===== src/rtl/range_filter.sv =====
// Range filter: validates ping-driver distance words, averages the last 2**LOG2_DEPTH
// good samples and classifies the mean into CLEAR / CAUTION / STOP with hysteresis.
// Latency: avg_valid pulses on the edge after the sample edge; reports STOP until primed.
module range_filter #(
  parameter int WIDTH        = 16,
  parameter int LOG2_DEPTH   = 2,
  parameter int STOP_MM      = 300,
  parameter int CAUTION_MM   = 800,
  parameter int HYST_MM      = 50,
  parameter int MAX_RANGE_MM = 4000,
  parameter int MISS_LIMIT   = 3
) (
  input  logic             clk,
  input  logic             reset,
  input  logic             meas_done,
  input  logic [WIDTH-1:0] distance,
  output logic [WIDTH-1:0] avg_distance,
  output logic             avg_valid,
  output logic [1:0]       zone,
  output logic             no_echo
);

  localparam int DEPTH = 1 << LOG2_DEPTH;
  localparam int SW    = WIDTH + LOG2_DEPTH;
  localparam int MW    = $clog2(MISS_LIMIT + 1);

  localparam logic [WIDTH-1:0] MAX_T       = WIDTH'(MAX_RANGE_MM);
  localparam logic [WIDTH-1:0] STOP_T      = WIDTH'(STOP_MM);
  localparam logic [WIDTH-1:0] CAUTION_T   = WIDTH'(CAUTION_MM);
  localparam logic [WIDTH-1:0] STOP_REL    = WIDTH'(STOP_MM + HYST_MM);
  localparam logic [WIDTH-1:0] CAUTION_REL = WIDTH'(CAUTION_MM + HYST_MM);
  localparam logic [LOG2_DEPTH:0] FULL     = (LOG2_DEPTH+1)'(DEPTH);
  localparam logic [MW-1:0] MISS_MAX       = MW'(MISS_LIMIT);
  localparam logic [MW-1:0] MISS_LAST      = MW'(MISS_LIMIT - 1);

  typedef enum logic [1:0] {
    Z_CLEAR   = 2'b00,
    Z_CAUTION = 2'b01,
    Z_STOP    = 2'b10
  } zone_t;

  logic [WIDTH-1:0]      buf_q [DEPTH];
  logic [LOG2_DEPTH-1:0] wr_ptr;
  logic [LOG2_DEPTH:0]   fill;
  logic [SW-1:0]         sum;
  logic [MW-1:0]         miss_cnt;
  logic                  upd_pend;
  logic                  flush_pend;
  zone_t                 zone_q;
  zone_t                 zone_next;

  logic                  accept;
  logic                  miss;
  logic                  flush_now;
  logic                  primed;
  logic [WIDTH-1:0]      slot_old;
  logic [WIDTH-1:0]      avg_new;

  // Sample qualification; the slot being overwritten only leaves the sum once the window is full.
  always_comb begin
    accept    = meas_done && (distance != '0) && (distance <= MAX_T);
    miss      = meas_done && !accept;
    flush_now = miss && (miss_cnt == MISS_LAST);
    primed    = (fill == FULL);
    slot_old  = primed ? buf_q[wr_ptr] : '0;
    avg_new   = sum[SW-1:LOG2_DEPTH];
  end

  // Zone transition for a fresh average; release points sit HYST_MM above the entry points.
  always_comb begin
    zone_next = Z_STOP;
    case (zone_q)
      Z_CLEAR: begin
        if (avg_new < STOP_T)         zone_next = Z_STOP;
        else if (avg_new < CAUTION_T) zone_next = Z_CAUTION;
        else                          zone_next = Z_CLEAR;
      end
      Z_CAUTION: begin
        if (avg_new < STOP_T)            zone_next = Z_STOP;
        else if (avg_new >= CAUTION_REL) zone_next = Z_CLEAR;
        else                             zone_next = Z_CAUTION;
      end
      Z_STOP: begin
        if (avg_new >= CAUTION_REL)   zone_next = Z_CLEAR;
        else if (avg_new >= STOP_REL) zone_next = Z_CAUTION;
        else                          zone_next = Z_STOP;
      end
      default: zone_next = Z_STOP;
    endcase
  end

  // Window bookkeeping: ring buffer, running sum, fill level and miss counting.
  always_ff @(posedge clk or posedge reset) begin
    if (reset) begin
      for (int i = 0; i < DEPTH; i++) buf_q[i] <= '0;
      wr_ptr     <= '0;
      fill       <= '0;
      sum        <= '0;
      miss_cnt   <= '0;
      upd_pend   <= 1'b0;
      flush_pend <= 1'b0;
    end else begin
      upd_pend   <= accept;
      flush_pend <= flush_now;
      if (accept) begin
        buf_q[wr_ptr] <= distance;
        wr_ptr        <= wr_ptr + 1'b1;
        sum           <= sum + SW'(distance) - SW'(slot_old);
        if (!primed) fill <= fill + 1'b1;
        miss_cnt      <= '0;
      end else if (flush_now) begin
        for (int i = 0; i < DEPTH; i++) buf_q[i] <= '0;
        wr_ptr   <= '0;
        fill     <= '0;
        sum      <= '0;
        miss_cnt <= MISS_MAX;
      end else if (miss && (miss_cnt < MISS_MAX)) begin
        miss_cnt <= miss_cnt + 1'b1;
      end
    end
  end

  // Registered outputs and zone FSM; a flush forces CLEAR and emits a zero-average pulse.
  always_ff @(posedge clk or posedge reset) begin
    if (reset) begin
      avg_distance <= '0;
      avg_valid    <= 1'b0;
      zone_q       <= Z_STOP;
      no_echo      <= 1'b0;
    end else begin
      avg_valid <= 1'b0;
      if (!(zone_q inside {Z_CLEAR, Z_CAUTION, Z_STOP})) zone_q <= Z_STOP;
      if (upd_pend && primed) begin
        avg_distance <= avg_new;
        avg_valid    <= 1'b1;
        zone_q       <= zone_next;
      end else if (flush_pend) begin
        avg_distance <= '0;
        avg_valid    <= 1'b1;
      end
      if (accept) no_echo <= 1'b0;
      if (flush_now) begin
        no_echo <= 1'b1;
        zone_q  <= Z_CLEAR;
      end
    end
  end

  assign zone = zone_q;

endmodule


===== config.mk =====
export PLATFORM = sky130hd
export DESIGN_NAME = range_filter
export DESIGN_NICKNAME = d
export VERILOG_FILES = /design/src/rtl/range_filter.sv
export SDC_FILE = /design/constraint.sdc
export NUM_CORES = 1
export LEC_CHECK = 0
export CAP_MARGIN = 10
export CORE_ASPECT_RATIO = 0.9
export CORE_UTILIZATION = 56
export CTS_CLUSTER_SIZE = 30
export DETAILED_ROUTE_END_ITERATION = 10
export GPL_TIMING_DRIVEN = 0
export PLACE_DENSITY = 0.8
export SYNTH_ARGS = -nofsm -noshare
export SYNTH_HDL_FRONTEND = slang
export SYNTH_SLANG_ARGS = --single-unit

===== constraint.sdc =====
create_clock -name clk -period 5.2 [get_ports clk]
set_clock_uncertainty 0.05 [all_clocks]
set_input_delay 1.04 -clock clk [delete_from_list [all_inputs] [get_ports clk]]
set_output_delay 1.04 -clock clk [all_outputs]
set_load 0.005 [all_outputs]

==> metrics.cfg <==
[sta]
timing_hold_violations_final = 0
period_needed_ns = 4.838
max-slew-margin-rel = 0.4587
min_period_over_period = 0.9304
max_freq_mhz = 206.7
drv_slew = 0
max_slew.worst_pin.slew_ns = 0.8119
rsz0062_at_grt = false
setup_viol = 0
layout_setup_ws_ns = 0.3621

[clocking]
htreeDepth = 3
cts.sinks = 111
post_cts_buffers = 0
cts_hold_buf = 0
numCtsBuffers = 9
cts_resized = 0
cts.root.buffer_cell = clkbuf_16
clk_path_buf_depth = 2
cts_tree = built
path_clk_slew_ns = 0.07
insertion_delay_ns = 0.36

[detailed_routing]
wl_microns = 15790
dr.pass1.iters = 7
vias_per_cell = 6.091
drc = 0
drt-initial-drc-count = 461
via_count = 4909
ant_nets = 0
wire_per_inst_microns = 19.59

[critical_path]
cp-end-kind = flip-flop
crit_path_start = wr_ptr[1]$_DFFE_PP0P_
arrival_ns = 5.03
path_cells = clkbuf_1 > clkbuf_1 > mux4_2 > nor2b_1 > fa_1 > inv_1 > ha_1 > a21oi_1 > nand2_1 > a211oi_1 > nand4_1 > a2111o_1 > o221a_2
regToRegSetupSlack_ns = 0.36
rr_endpoint = sum[17]$_DFFE_PP0P_
worstSetupPathType = reg2reg
critPathRequiredTime_ns = 5.39
slowest_stage = clkbuf_1
path_buf_inv = 3
cp_max_fo = 10
r2r.worst_path.cells = 13
r2r_start = wr_ptr[1]$_DFFE_PP0P_
critPathLaunchType = flip-flop
cpMostUsedCell = clkbuf_1
path_delay_family = compound AO/OA/AOI/OAI gates
slowest_delay_ns = 0.60

[worst_hold_path]
hold_path_depth = 1
min_from = buf_q[14]$_DFFE_PP0P_
hp-class = reg2reg
holdPathEnd = buf_q[14]$_DFFE_PP0P_

[synth]
postSynth.asyncResetShare = 1.000
seq_area_frac_synth = 0.4340
netlist_area_sq_um = 6402
synth_flop_cell = dfrtp_1
ys_types = 57
synth_seq_cells = 111
yosysWarnings = 0
synth_fp_nets = 663
synth_edf_count = 0
avgSynthCellArea_sq_um = 10.67
synth_cells = 600

[power_and_ir_drop]
finalPower_mw = 3.489
p_leak_nw = 3.343
vdd_drop_max_uv = 342.9
power_density_nw_per_um2 = 476.4

[placement]
gp_congestion = 0.9811
dp.cells = 790
place_ws_ns = 0.4721
place_hpwl_microns = 11450
placed_area_sq_um = 6993
port_buffers = 37

[layout]
mostFrequentLayoutCell = dfrtp_1
final_cell_mix = dfrtp_1 (110), inv_1 (74), a22o_1 (49)
area.growth.synth_to_final_pct = 14.40
fin_cells = 806
drive_above_1_share = 0.09480
finalInstanceArea_sq_um = 7325
diodes = 0
nets = 712

[die]
die_w_microns = 114.7
die-height_microns = 103.4
io_pins = 39
start_util = 0.5825
fp.coreArea_sq_um = 10990
row_count = 36
die_area_sq_um = 11870

[global_routing]
antenna_found_initial = 0
track_usage = 0.2930
grt_pass1_wl_microns = 25770
grt_pass1_vias = 4886
grt_overflow = 0
grt_start_max_net_pins = 64

[flow_run]
cap_viol_max_count = 0

[run_status]
outcome = complete, no violations

-- registers in the layout, summed over array words and instances, names as in the netlist --
register / cells
zone: 2
miss_cnt: 2
wr_ptr: 2
upd_pend: 1
avg_valid: 1
avg_distance: 16
sum: 18
no_echo: 1
buf_q: 64
fill: 3
flush_pend: 1
-- stage by stage --
| step | hold slack (ns) | TNS, ns | util |
|---|---|---|---|
| after global placement | 0.4144 | -27.05 | 0.6335 |
| after detailed placement | 0.4191 | 0 | 0.6363 |
| after CTS | 0.4370 | 0 | 0.6664 |
| final | 0.4338 | 0 | 0.6664 |
| after floorplan | 0.3977 | 0 | - |
| after global routing | 0.4543 | 0 | 0.6664 |
-- cells in the mapped netlist (4+ instances only) --
| cell type | n | share of area |
|---|---|---|
| inv_1 | 75 | 0.044 |
| nor3_1 | 7 | 0.0055 |
| fa_1 | 16 | 0.050 |
| nand2_1 | 26 | 0.015 |
| and2_4 | 4 | 0.0055 |
| nand3b_1 | 16 | 0.019 |
| dfrtp_1 | 110 | 0.43 |
| xnor2_1 | 10 | 0.014 |
| and2_1 | 17 | 0.017 |
| buf_6 | 4 | 0.0070 |
| buf_4 | 6 | 0.0070 |
| nand3_1 | 16 | 0.013 |
| mux4_2 | 16 | 0.056 |
| o211ai_1 | 4 | 0.0047 |
| nor2_4 | 4 | 0.0070 |
| nand4_1 | 6 | 0.0059 |
| nor2b_1 | 22 | 0.021 |
| nor2_1 | 18 | 0.011 |
| a21oi_1 | 25 | 0.020 |
| ha_1 | 28 | 0.055 |
| and3_1 | 4 | 0.0039 |
| clkbuf_1 | 13 | 0.0076 |
| o21ai_0 | 39 | 0.030 |
| o31ai_1 | 4 | 0.0047 |
| a31oi_1 | 6 | 0.0059 |
| a22o_1 | 49 | 0.067 |
| a211oi_1 | 4 | 0.0047 |
-- cells by family after synthesis --
family | count (synthesis) | synth area share
compound gates | 158 | 0.1730
simple gates | 153 | 0.1401
flops | 111 | 0.4340
buf+inv | 102 | 0.06938
fa+ha+maj | 44 | 0.1047
mux | 19 | 0.06097
xor+xnor | 13 | 0.01778
-- worst max path at each step --
stage                                  endpoint  slack (ns)  depth (start not counted)
finish                      sum[17]$_DFFE_PP0P_        0.36                         13
global route                sum[17]$_DFFE_PP0P_        0.05                         13
detailed placement          sum[17]$_DFFE_PP0P_        0.47                         13
CTS                         sum[17]$_DFFE_PP0P_        0.42                         13
floorplan           avg_distance[0]$_DFFE_PP0P_        1.18                          1
global placement            fill[0]$_DFFE_PP0P_       -0.25                          2
-- cell type report --
| type | count | area [sq um] |
|---|---|---|
| flip-flops and latches | 111 | 2779 |
| repair buffers | 38 | 397.9 |
| multi-input cells | 387 | 3179 |
| inverters | 76 | 292.8 |
| plain buffers | 26 | 153.9 |
| well taps | 152 | 190.2 |
| fillers | 862 | 3666 |
| clock buffers | 10 | 239.0 |
| clock inverters | 6 | 92.59 |
-- where the power goes --
part / switching, mW / total [mW] / internal (mW)
registers: 0.108 / 1.09 / 0.981
logic: 0.967 / 1.63 / 0.665
clock network: 0.329 / 0.768 / 0.439
-- metal layers --
metal	GRT usage	wire length (microns)	up-vias
met4	0.07792	274	0
met2	0.4699	7449	203
met3	0.05478	1124	26
li1	-	-	2232
met5	0	0	-
met1	0.4159	6941	2448
Power figures use the tool's default switching activity.
